<file path="src/rtl/rom_port_arbiter_pkg.sv">
// Shared constants for the program ROM read-port arbiter.
//   PORT_I / PORT_D : indices into the per-port request/grant vectors
//   I_NOP           : RV32 canonical NOP (addi x0, x0, 0), same value as
//                     I_NOP in instructions.v; returned to fetch on a bad access
package rom_port_arbiter_pkg;

    localparam int PORT_I = 0;
    localparam int PORT_D = 1;
    localparam int NUM_PORTS = 2;

    localparam logic [31:0] I_NOP = 32'h0000_0013;

endpackage

</file>
<file path="src/rtl/rom_resp_slot.sv">
// One registered response holding slot.
// Optional macro: ROM_ACCESS_CHECK_EN adds the load_err / resp_err bit.
// Ports:
//   clk, reset        : clock, synchronous active-high reset
//   load, load_data   : capture a new word at the next rising edge
//   load_err          : error flag captured with the word (macro only)
//   resp_ready        : consumer takes the current response
//   resp_valid/data   : held response
//   resp_err          : held error flag (macro only)
//   slot_free         : slot can accept a grant this cycle
module rom_resp_slot #(
    parameter int DATA_W = 32
) (
    input  logic              clk,
    input  logic              reset,
    input  logic              load,
    input  logic [DATA_W-1:0] load_data,
`ifdef ROM_ACCESS_CHECK_EN
    input  logic              load_err,
    output logic              resp_err,
`endif
    input  logic              resp_ready,
    output logic              resp_valid,
    output logic [DATA_W-1:0] resp_data,
    output logic              slot_free
);

    // Free when empty, or when the current word leaves this same cycle.
    assign slot_free = !resp_valid || resp_ready;

    always_ff @(posedge clk) begin
        if (reset) begin
            resp_valid <= 1'b0;
            resp_data  <= '0;
`ifdef ROM_ACCESS_CHECK_EN
            resp_err   <= 1'b0;
`endif
        end else if (load) begin
            // Load wins over consume so back-to-back grants keep valid high.
            resp_valid <= 1'b1;
            resp_data  <= load_data;
`ifdef ROM_ACCESS_CHECK_EN
            resp_err   <= load_err;
`endif
        end else if (resp_valid && resp_ready) begin
            resp_valid <= 1'b0;
        end
    end

endmodule

</file>
<file path="src/rtl/rom_port_arbiter.sv">
// Shares the combinational program ROM read port between instruction fetch
// (port I) and data load (port D). At most one grant per cycle; responses
// are registered and appear exactly one cycle after the grant.
// Optional macro: ROM_ACCESS_CHECK_EN adds i_resp_err / d_resp_err and the
// ROM_WORDS parameter (misaligned or out-of-range word addresses flag error).
// Ports:
//   clk, reset                         : clock, synchronous active-high reset
//   i_req_valid/ready/addr             : fetch request handshake
//   i_resp_valid/ready/data (/err)     : fetch response handshake
//   d_req_valid/ready/addr             : load request handshake
//   d_resp_valid/ready/data (/err)     : load response handshake
//   rom_addr, rom_data                 : program_rom address / data bus
module rom_port_arbiter
    import rom_port_arbiter_pkg::*;
#(
    parameter int ADDR_W       = 32,
    parameter int DATA_W       = 32,
    parameter int STARVE_LIMIT = 4
`ifdef ROM_ACCESS_CHECK_EN
    ,
    parameter int ROM_WORDS    = 100
`endif
) (
    input  logic              clk,
    input  logic              reset,
    input  logic              i_req_valid,
    output logic              i_req_ready,
    input  logic [ADDR_W-1:0] i_req_addr,
    output logic              i_resp_valid,
    input  logic              i_resp_ready,
    output logic [DATA_W-1:0] i_resp_data,
    input  logic              d_req_valid,
    output logic              d_req_ready,
    input  logic [ADDR_W-1:0] d_req_addr,
    output logic              d_resp_valid,
    input  logic              d_resp_ready,
    output logic [DATA_W-1:0] d_resp_data,
`ifdef ROM_ACCESS_CHECK_EN
    output logic              i_resp_err,
    output logic              d_resp_err,
`endif
    output logic [ADDR_W-1:0] rom_addr,
    input  logic [DATA_W-1:0] rom_data
);

    localparam logic [3:0] STARVE_MAX = 4'(STARVE_LIMIT);

    logic [NUM_PORTS-1:0] slot_free;
    logic [NUM_PORTS-1:0] eligible;
    logic [NUM_PORTS-1:0] grant;
    logic [3:0]           starve_cnt;
    logic                 force_i;
    logic [DATA_W-1:0]    i_load_data;
    logic [DATA_W-1:0]    d_load_data;

    assign eligible[PORT_I] = i_req_valid && slot_free[PORT_I];
    assign eligible[PORT_D] = d_req_valid && slot_free[PORT_D];
    assign force_i          = (starve_cnt == STARVE_MAX);

    always_comb begin
        grant = '0;
        if (!reset) begin
            if (eligible[PORT_I] && (!eligible[PORT_D] || force_i)) begin
                grant[PORT_I] = 1'b1;
            end else if (eligible[PORT_D]) begin
                grant[PORT_D] = 1'b1;
            end
        end
    end

    assign i_req_ready = grant[PORT_I];
    assign d_req_ready = grant[PORT_D];
    assign rom_addr    = grant[PORT_D] ? d_req_addr : i_req_addr;

    // Counts consecutive cycles where fetch was eligible but lost to D.
    always_ff @(posedge clk) begin
        if (reset) begin
            starve_cnt <= '0;
        end else if (grant[PORT_I] || !eligible[PORT_I]) begin
            starve_cnt <= '0;
        end else if (starve_cnt != STARVE_MAX) begin
            starve_cnt <= starve_cnt + 4'd1;
        end
    end

`ifdef ROM_ACCESS_CHECK_EN
    logic addr_err;

    // Only the granted address reaches rom_addr, so one check serves both ports.
    assign addr_err    = (rom_addr[1:0] != 2'b00) ||
                         ((rom_addr >> 2) >= ADDR_W'(ROM_WORDS));
    assign i_load_data = addr_err ? DATA_W'(I_NOP) : rom_data;
    assign d_load_data = addr_err ? '0 : rom_data;
`else
    assign i_load_data = rom_data;
    assign d_load_data = rom_data;
`endif

    rom_resp_slot #(.DATA_W(DATA_W)) u_i_slot (
        .clk        (clk),
        .reset      (reset),
        .load       (grant[PORT_I]),
        .load_data  (i_load_data),
`ifdef ROM_ACCESS_CHECK_EN
        .load_err   (addr_err),
        .resp_err   (i_resp_err),
`endif
        .resp_ready (i_resp_ready),
        .resp_valid (i_resp_valid),
        .resp_data  (i_resp_data),
        .slot_free  (slot_free[PORT_I])
    );

    rom_resp_slot #(.DATA_W(DATA_W)) u_d_slot (
        .clk        (clk),
        .reset      (reset),
        .load       (grant[PORT_D]),
        .load_data  (d_load_data),
`ifdef ROM_ACCESS_CHECK_EN
        .load_err   (addr_err),
        .resp_err   (d_resp_err),
`endif
        .resp_ready (d_resp_ready),
        .resp_valid (d_resp_valid),
        .resp_data  (d_resp_data),
        .slot_free  (slot_free[PORT_D])
    );

endmodule

</file>
<file path="config.mk">
export PLATFORM = sky130hd
export DESIGN_NAME = rom_port_arbiter
export DESIGN_NICKNAME = d
export VERILOG_FILES = /design/src/rtl/rom_port_arbiter_pkg.sv /design/src/rtl/rom_resp_slot.sv /design/src/rtl/rom_port_arbiter.sv
export SDC_FILE = /design/constraint.sdc
export NUM_CORES = 1
export LEC_CHECK = 0
export BUFFER_PORTS_ARGS = -buffer_cell sky130_fd_sc_hd__buf_4
export CAP_MARGIN = 10
export CORE_ASPECT_RATIO = 0.7
export CORE_MARGIN = 2
export CORE_UTILIZATION = 43
export CTS_CLUSTER_DIAMETER = 40
export DETAILED_ROUTE_END_ITERATION = 8
export MAX_ROUTING_LAYER = met4
export PLACE_DENSITY = 0.8
export SETUP_SLACK_MARGIN = 0.02
export SYNTH_ARGS = -nofsm -noshare
export SYNTH_HDL_FRONTEND = slang
export SYNTH_SLANG_ARGS = --single-unit
</file>
<file path="constraint.sdc">
create_clock -name clk -period 4 [get_ports clk]
set_input_delay 0.2 -clock clk [delete_from_list [all_inputs] [get_ports clk]]
set_output_delay 0.2 -clock clk [all_outputs]
set_load 0.1 [all_outputs]
</file>
**Word-level counts from Yosys, hierarchy flattened**

Index checks and enable logic that the tools add are counted.

- Input bits: 102
- Register bits after elaboration: 70
- Output and inout port bits: 100

- Mux-type cells: 9
- Add/sub/neg operators: 1
- Reduce and logical (&&, ||, !) cells: 16
- Eq/ne operators: 2

Operators with widths:

| cell | count |
|---|---|
| 32-bit two-way mux | 1 |
| 1-bit two-way mux | 7 |
| 1-bit logical AND | 5 |
| 4-bit by 1-bit adder with 4-bit output (second input constant) | 1 |
| 4-bit by 3-bit equality test with 1-bit output (second input constant) | 1 |
| 1-bit logical NOT | 4 |
| 1-bit logical OR | 4 |
| 4-bit by 3-bit != test with 1-bit output (second input constant) | 1 |
| 2-bit nonzero test | 2 |
| 2-bit two-way mux | 1 |
| 2-bit OR reduction | 1 |

**Logic depth before layout (Yosys ltp)**

Gate-level depths: netlist of run 1.

- Depth in word-level cells: 10
- Depth in mapped cells: 8
- Gate-level depth less buffers: 6

**Hierarchy**

From an unflattened synthesis of run 1, not the netlist that was laid out.

- Cells, all modules: 276
- Area, all modules: 3042.9 sq um

Modules (own cells, without submodules):

| module | cells an instance | area each (sq um) | times used |
|---|---|---|---|
| rom_resp_slot | 108 | 1204.9 | 2 |
| rom_port_arbiter | 60 | 633.1 | 1 |

**Worst setup path after synthesis of run 1**

OpenSTA, ideal clock, no wires.

- Path type: register -> output
- From: register u_i_slot.resp_valid
- To: output rom_addr[19]
- Data arrival time: 2628 ps
- Cell stages (with the launch flop): 6
- Slack: 1172 ps
- Required time: 3800 ps
- Cell sequence: dfxtp_1 -> nand2b_1 -> a311o_1 -> buf_4 -> buf_6 -> mux2_1

- Word-level cells in the longest chain between the ends: 7

Ends and longest elaborated chain:

| what | line | source |
|---|---|---|
| start: declaration | rom_resp_slot.sv:23 | `output logic resp_valid,` |
| start signal: assignment | rom_resp_slot.sv:33 | `resp_valid <= 1'b0;` |
| start signal: assignment | rom_resp_slot.sv:40 | `resp_valid <= 1'b1;` |
| start signal: assignment | rom_resp_slot.sv:46 | `resp_valid <= 1'b0;` |
| 1-bit logical NOT | rom_resp_slot.sv:29 | `assign slot_free = !resp_valid \|\| resp_ready;` |
| 1-bit logical OR | rom_resp_slot.sv:29 |  |
| 1-bit logical AND | rom_port_arbiter.sv:56 | `assign eligible[PORT_I] = i_req_valid && slot_free[PORT_I];` |
| 1-bit logical AND | rom_port_arbiter.sv:63 | `if (eligible[PORT_I] && (!eligible[PORT_D] \|\| force_i)) begin` |
| 1-bit two-way mux | rom_port_arbiter.sv:63 |  |
| 2-bit two-way mux | rom_port_arbiter.sv:62 | `if (!reset) begin` |
| 32-bit two-way mux | rom_port_arbiter.sv:73 | `assign rom_addr = grant[PORT_D] ? d_req_addr : i_req_addr;` |
| end: declaration | rom_port_arbiter.sv:42 | `output logic [ADDR_W-1:0] rom_addr,` |

No other way between the ends.

**Worst setup path after layout of run 1**

- From: register starve_cnt[0]
- To: output rom_addr[3]

- Word-level cells in the longest chain between the ends: 6

Ends and longest elaborated chain:

| what | line | source |
|---|---|---|
| start: declaration | rom_port_arbiter.sv:51 | `logic [3:0] starve_cnt;` |
| start signal: assignment | rom_port_arbiter.sv:82 | `starve_cnt <= starve_cnt + 4'd1;` |
| 4-bit by 3-bit equality test with 1-bit output | rom_port_arbiter.sv:58 | `assign force_i = (starve_cnt == STARVE_MAX);` |
| 1-bit logical OR | rom_port_arbiter.sv:63 |  |
| 1-bit logical AND | rom_port_arbiter.sv:63 |  |
| 1-bit two-way mux | rom_port_arbiter.sv:63 |  |
| 2-bit two-way mux | rom_port_arbiter.sv:62 |  |
| 32-bit two-way mux | rom_port_arbiter.sv:73 |  |

No other way between the ends.

==> flow_summary.ini, run 1 <==
[global_route]
grt_pass1_wl_mm = 12.9
antenna_found_initial = 0
top_usage_layer = met2
grtUsageMet1 = 0.239
met3_usage = 0.0935
grtUsageMet2 = 0.306
gr-total-overflow = 0
grt_max_degree = 70
first_global_vias = 2584
grtUsageTotal = 0.203

[synthesis]
synth_cell_types = 22
syn_avg_cell_area_um2 = 11.9
syn_area_mm2 = 0.00326
postSynthNetCount = 378
ys_seq_elements = 70
synth_cells = 274
ys_seq_area_frac = 0.430
yosysWarnings = 0

[critical_path]
r2r-start = starve_cnt[0]
startpoint_type = flop
crit_type = reg -> out
r2r_slack_ns = 1.60
crit_arrival_ns = 2.83
cp_cell_sequence = inv_1, ha_1, nand2_1, nor2_1, a311o_2, buf_12, mux2_4, buf_4
worstSetupEndpointType = output pin
r2r_end = u_d_slot.resp_data[7]
slowest_stage = a311o_2
cp_max_fo = 42
worstPathRequired_ns = 3.80
cpPeakStageDelay_ns = 0.65
r2r_cells = 7

[clock_tree]
cts_sinks = 70
cts_tree = yes
cts_setup_buffers = 0
clk_pin_slew_ns = 0.07
ctsResizeCount = 0
cts-buffers-inserted = 9
root_buffer = clkbuf_8
htree_num_levels = 3
postCtsHoldBufs = 0
worstSkewPairLatency_ns = 0.35
cts.path.max_buffers = 2

[layout]
diodes = 0
multi_input_area_mm2 = 0.00174
final_area_mm2 = 0.00507
n_fill_cell = 553
layout.cells.most_common_list = buf_4 (201), dfxtp_1 (70), nor2b_1 (64)
final_common_cell = buf_4
drive_gt1_frac = 0.646
seq_area_mm2 = 0.00140
nets = 574
syn2layout_area_growth_pct = 55.7

[routing]
routed_via_density = 4.68
first_iter_violations = 86
post_drt_wl_per_cell_um = 15.0
via_count = 2682
ant_nets = 0
first_pass_iters = 4
wl_mm = 8.57
route.detailed.drc = 0

[timing]
setup_violations = 0
maxSlewViolCount = 0
rsz0062_at_grt = no
min_period_over_period = 0.757
hold_viol_final = 0
slew_headroom = 0.209
setup-tns-final_ns = 0
finalCriticalPeriod_ns = 3.03
max_freq_ghz = 0.330
tightest_slew_ns = 1.19
finalClockSkew_ns = 0.0132

[floorplanning]
core-area_mm2 = 0.00732
die_y_um = 76.8
num_rows = 26
dieArea_mm2 = 0.00829
dieWidth_um = 108
ios = 202
start_util = 0.445

[placement]
placed_area_mm2 = 0.00482
hpwlAfterDp_mm = 6.44
gp_congestion = 0.761
portBuffers = 201

[run]
max_cap_viol_count = 0

[min_path]
hold-path-cell-count = 2
hold_path.class = in -> reg
min_from = rom_data[29]
timing.hold.worst_endpoint = u_i_slot.resp_data[29]

[outcome]
outcome = finished clean

[pwr]
leakagePower_nw = 2.55
p_per_area_mw_per_mm2 = 475
power_w = 0.00241
peakVddDrop_mv = 0.314
[synth_stat cells, drive strengths merged]
library cell	count	area, um2
nor2b	64	400
nor2	5	18.8
nand2b	2	12.5
mux2	96	1190
buf	10	77.6
o2111ai	1	15.0
xnor2	1	8.76
o21ai	2	10.0
nand2	3	11.3
ha	2	25.0
dfxtp	70	1400
or4	1	7.51
inv	6	22.5
a311o	1	10.0
a21oi	1	5.00
nor3	1	5.00
nand3	1	5.00
clkbuf	7	26.3
[sequential cells by signal, indices dropped and copies added (netlist names)]
signal and flops:
u_d_slot.resp_data 32, u_i_slot.resp_data 32, starve_cnt 4, u_d_slot.resp_valid 1
u_i_slot.resp_valid 1
[per-stage QoR]
stage | utilization | hold WS [ns] | cells | setup slack [ns]
6_report | 0.692 | 0.0777 | 573 | 0.973
3_3_place_gp | 0.658 | 0.417 | 557 | 1.43
5_1_grt | 0.692 | 0.0641 | 573 | 0.823
3_5_place_dp | 0.658 | 0.432 | 557 | 1.37
4_1_cts | 0.692 | 0.0604 | 573 | 0.962
2_1_floorplan | - | 0.325 | 274 | 1.17
[cells by family (layout without fill, tap and decap cells)]
logic type	after synthesis	count (layout)	synth area share
simple gates	77	77	0.141
flops	70	70	0.430
mux	96	96	0.367
compound gates	5	5	0.0123
buf+inv	23	224	0.0388
fa+ha+maj	2	2	0.00769
xor+xnor	1	1	0.00269
[power by group]
part	total, W	switching (W)	leakage (nW)	internal (W)
registers	0.000770	0.0000233	0.576	0.000746
logic	0.000929	0.000671	1.85	0.000258
clock network	0.000709	0.000273	0.124	0.000435
total	0.00241	0.000967	2.55	0.00144
[area by class of cell]
cell class / instances / area share
tap: 98 / 0.0242
clock inverter: 6 / 0.0227
timing repair buffer: 202 / 0.302
inverter: 6 / 0.00444
multi-input combinational: 181 / 0.343
sequential: 70 / 0.276
clock buffer: 10 / 0.0272
[worst max-delay path by stage]
stage / endpoint / slack, ns / start / cells past startpoint
6_report: rom_addr[3] / 0.97 / starve_cnt[0] / 8
5_1_grt: rom_addr[1] / 0.82 / starve_cnt[0] / 8
4_1_cts: rom_addr[14] / 0.96 / starve_cnt[0] / 8
3_5_place_dp: rom_addr[14] / 1.37 / starve_cnt[0] / 8
3_3_place_gp: rom_addr[6] / 1.43 / starve_cnt[0] / 8
2_1_floorplan: rom_addr[19] / 1.17 / u_i_slot.resp_valid / 5
[worst max-delay path: cells and delay by family (launching register included)]
family | cells | cell delay, ns
buffers and inverters | 3 | 0.65
muxes | 1 | 0.33
DFF | 1 | 0.34
AOI/OAI and AO/OA | 1 | 0.65
and+or+nand+nor | 2 | 0.29
adders and majority gates | 1 | 0.16
[routing by layer]
layer / part of all wire / wire [um]
met1: 0.42 / 3600
met2: 0.46 / 3930
met3: 0.10 / 892
met4: 0.017 / 147
met5: 0 / 0
Power figures use the tool's default switching activity.
==> run 2, diff against run 1 <==
- CORE_UTILIZATION: 43 -> 39
- PLACE_DENSITY: 0.8 -> 0.77
- clock period: 4 -> 2.48 ns (I/O delays scaled with it)
==> flow_summary.ini, run 2 (synthesis gave the netlist of run 1 again) <==
[outcome]
outcome = complete, but fails checks
violations = DRC

[critical_path]
path_buf_inv = 3
cp_max_fo = 25
worstPathRequired_ns = 2.36
worstSetupEndpointType = output pin
crit_family = buffers and inverters
cp_cell_sequence = inv_1, ha_1, nand2_1, nor2_2, a311o_2, buf_12, mux2_4, buf_4
startpoint_type = flop
cpPeakStageDelay_ns = 0.38
slowest_stage = a311o_2
crit_type = reg -> out
crit_arrival_ns = 2.23

[routing]
post_drt_wl_per_cell_um = 16.0
route.detailed.drc = 14
ant_nets = 0
first_iter_violations = 77
routed_via_density = 4.68
first_pass_iters = 6
wl_mm = 9.31
via_count = 2731

[timing]
min_period_over_period = 0.948
max_freq_ghz = 0.426
finalClockSkew_ns = 0.00468
tightest_slew_ns = 0.502
hold_viol_final = 0
worst_hold_slack_ns = 0.0279
setup_violations = 0
slew_headroom = 0.665
setup-tns-final_ns = 0
rsz0062_at_grt = no
maxSlewViolCount = 0
finalCriticalPeriod_ns = 2.35

[pwr]
p_per_area_mw_per_mm2 = 785
peakVddDrop_mv = 0.631
leakagePower_nw = 2.63

[clock_tree]
root_buffer = clkbuf_16
htree_num_levels = 3
cts_tree = yes
clk_pin_slew_ns = 0.06
cts-buffers-inserted = 9
worstSkewPairLatency_ns = 0.33
cts.path.max_buffers = 2
cts_sinks = 70

[min_path]
hold_path.class = in -> reg

[layout]
drive_gt1_frac = 0.651
n_fill_cell = 632
layout.cells.most_common_list = buf_4 (197), dfxtp_1 (68), nor2b_1 (64)
utilization = 0.659
largestRegisters = u_d_slot.resp_data x32, u_i_slot.resp_data x32, starve_cnt x4
syn2layout_area_growth_pct = 61.5
nets = 581
diodes = 0
final_common_cell = buf_4

[global_route]
grt_max_degree = 50
gr-total-overflow = 0
grtUsageTotal = 0.196
antenna_found_initial = 0
first_global_vias = 2740
grt_pass1_wl_mm = 13.5

[run]
max_cap_viol_count = 0

[floorplanning]
dieArea_mm2 = 0.00911
ios = 202
die_y_um = 80.4
dieWidth_um = 113
num_rows = 27
start_util = 0.408
core-area_mm2 = 0.00797

[placement]
hpwlAfterDp_mm = 6.86
portBuffers = 201
gp_congestion = 0.715
[run 2: cell count changes in the layout (fill, tap and decap cells not counted), moves of 4 or more]
cell	delta
buf_4	-4
buf_6	+8
clkbuf_16	+10
clkbuf_8	-10
[run 2: cell type report]
type                            instances  area [um2]  area share
Clock buffer                           11         233      0.0443
Sequential cell                        70        1400       0.267
Inverter                                6        22.5     0.00428
Clock inverter                          5        83.8      0.0159
Timing Repair Buffer                  209        1640       0.313
Tap cell                              101         126      0.0240
Multi-Input combinational cell        181        1740       0.332
[run 2: per-layer routing]
metal  vias up  GRT usage  share of wire
met3        13     0.0664          0.076
li1       1330          -              -
met2       114      0.351           0.50
met4         0     0.0671          0.016
met5         -          -              0
met1      1274      0.205           0.41
[run 2: power by group]
part	switching [W]	internal (W)
clock network	0.000475	0.000882
logic	0.00109	0.000435
registers	0.0000379	0.00121
total	0.00160	0.00252
[run 2: per-stage QoR]
step                      cell area (um2)  instances  total power (W)  setup WS [ns]
after floorplan                      3260        274          0.00241         0.0777
after global placement               4860        564          0.00276          0.392
after detailed placement             4860        564          0.00278          0.317
after CTS                            5220        581          0.00416         0.0162
after global routing                 5260        583          0.00425         0.0271
final                                5260        583          0.00413          0.130
[run 2: path summary, 6_finish.rpt]
| kind | from | end | slack [ns] | cells past startpoint |
|---|---|---|---|---|
| max reg2reg | starve_cnt[0] | u_d_slot.resp_data[11] | 0.58 | 8 |
| min | rom_data[10] | u_d_slot.resp_data[10] | 0.03 | 2 |
| max | starve_cnt[0] | rom_addr[2] | 0.13 | 8 |
| min reg2reg | starve_cnt[0] | starve_cnt[0] | 0.47 | 1 |
[run 2: what timing repair did]
| action | CTS | global route |
|---|---|---|
| hold buffers | 1 | 0 |
| endpoints found under the hold margin | 1 | 0 |
| cloned | 0 | 1 |
| pin swaps | 0 | 1 |
| endpoints found under the setup margin | 17 | 32 |
| buffers inserted | 0 | 1 |
| gates resized for setup | 9 | 0 |
==> run 3, diff against run 2 <==
- PLACE_DENSITY: 0.77 -> 0.79
==> flow_summary.ini, run 3 (synthesis gave the netlist of run 1 again) <==
[outcome]
outcome = complete, but fails checks
violations = DRC

[floorplanning]
ios = 202
dieWidth_um = 113
dieArea_mm2 = 0.00911
start_util = 0.408
core-area_mm2 = 0.00797
die_y_um = 80.4
num_rows = 27

[critical_path]
cp_max_fo = 26
cpPeakStageDelay_ns = 0.38
worstSetupEndpointType = output pin
r2r_end = u_d_slot.resp_data[2]
worstPathRequired_ns = 2.36
r2r-start = starve_cnt[0]
crit_type = reg -> out
crit_arrival_ns = 2.25
startpoint_type = flop
slowest_stage = a311o_2
cp_cell_sequence = inv_1, ha_1, nand2_1, nor2_2, a311o_2, buf_12, mux2_4, buf_4
r2r_cells = 7
r2r_slack_ns = 0.56

[min_path]
min_from = rom_data[29]
hold-path-cell-count = 2
hold_path.class = in -> reg
timing.hold.worst_endpoint = u_i_slot.resp_data[29]

[routing]
wl_mm = 9.12
routed_via_density = 4.67
via_count = 2715
first_pass_iters = 7
route.detailed.drc = 14
ant_nets = 0
first_iter_violations = 134
post_drt_wl_per_cell_um = 15.7

[global_route]
gr-total-overflow = 0
first_global_vias = 2721
grtUsageTotal = 0.202
antenna_found_initial = 0
grt_pass1_wl_mm = 13.8
grt_max_degree = 46

[clock_tree]
htree_num_levels = 3
worstSkewPairLatency_ns = 0.33
cts_tree = yes
cts-buffers-inserted = 9
cts_sinks = 70
cts_setup_buffers = 0
root_buffer = clkbuf_16
clk_pin_slew_ns = 0.05
cts.path.max_buffers = 2

[timing]
max_freq_ghz = 0.421
maxSlewViolCount = 0
finalClockSkew_ns = 0.00820
setup_violations = 0
slew_headroom = 0.695
hold_viol_final = 0
tightest_slew_ns = 0.458
worst_hold_slack_ns = 0.0199
min_period_over_period = 0.958
finalCriticalPeriod_ns = 2.38

[layout]
drive_gt1_frac = 0.656
diodes = 0
final_common_cell = buf_4
layout.cells.most_common_list = buf_4 (175), dfxtp_1 (68), nor2b_1 (64)
nets = 579
syn2layout_area_growth_pct = 62.3
largestRegisters = u_d_slot.resp_data x32, u_i_slot.resp_data x32, starve_cnt x4
utilization = 0.663

[run]
max_cap_viol_count = 0

[pwr]
leakagePower_nw = 2.64
p_per_area_mw_per_mm2 = 754
peakVddDrop_mv = 0.555

[placement]
gp_congestion = 0.799
portBuffers = 201
hpwlAfterDp_mm = 6.55
## run 3: cell count changes in the layout (fill, tap and decap cells not counted), sizes merged
| cell | delta |
|---|---|
| inv | +1 |
| bufinv | -2 |
| clkbuf | -2 |
| bufbuf | +1 |
| dlygate4sd3 | -1 |
| clkinv | +2 |
| buf | -1 |
## run 3: critical path, delay by kind of cell (launching register included)
family,cells,cell delay (ns)
compound gates,1,0.38
flops,1,0.37
buf+inv,3,0.50
fa+ha+maj,1,0.20
simple gates,2,0.15
mux,1,0.31
## run 3: worst max path at each step
stage,start,to,slack (ns),cells after the start
global placement,starve_cnt[0],rom_addr[13],0.39,8
detailed placement,starve_cnt[0],rom_addr[8],0.35,8
CTS,starve_cnt[0],rom_addr[22],0.05,8
finish,starve_cnt[0],rom_addr[10],0.10,8
global route,starve_cnt[0],rom_addr[29],-0.00006,8
floorplan,u_i_slot.resp_valid,rom_addr[19],0.08,5
## run 3: power breakdown
part / switching [W] / total, W / internal (W)
clock network: 0.000485 / 0.00119 / 0.000708
registers: 0.0000376 / 0.00124 / 0.00121
logic: 0.00109 / 0.00155 / 0.000453
## run 3: metrics by stage
stage          instance area (um2)  power (W)  setup slack (ns)  std cells    TNS (ns)
2_1_floorplan                 3260    0.00241            0.0777        274           0
3_3_place_gp                  4850    0.00276             0.394        564           0
6_report                      5290    0.00398             0.104        581           0
3_5_place_dp                  4850    0.00277             0.346        564           0
5_1_grt                       5290    0.00413        -0.0000584        581  -0.0000584
4_1_cts                       5220    0.00401            0.0478        581           0
## run 3: area by class of cell
type                       instances  area [um2]
tap                              101         126
timing repair buffer             207        1700
multi-input combinational        181        1740
clock buffer                      10         239
inverter                           6        22.5
fill                             624        2690
sequential                        70        1400
clock inverter                     6        46.3
## run 3: timing repair
action | 4_1_cts | 5_1_grt
cloned | 1 | 0
pin swaps | 1 | 0
endpoints found under the setup margin | 20 | 32
resized for setup | 14 | 17
hold buffers | 0 | 0
## run 3: per-layer routing
metal	up-vias	GRT usage	routed length (um)
li1	1327	-	-
met1	1261	0.240	3790
met2	115	0.326	4480
met3	12	0.0747	737
met4	0	0.0537	112
met5	-	-	0
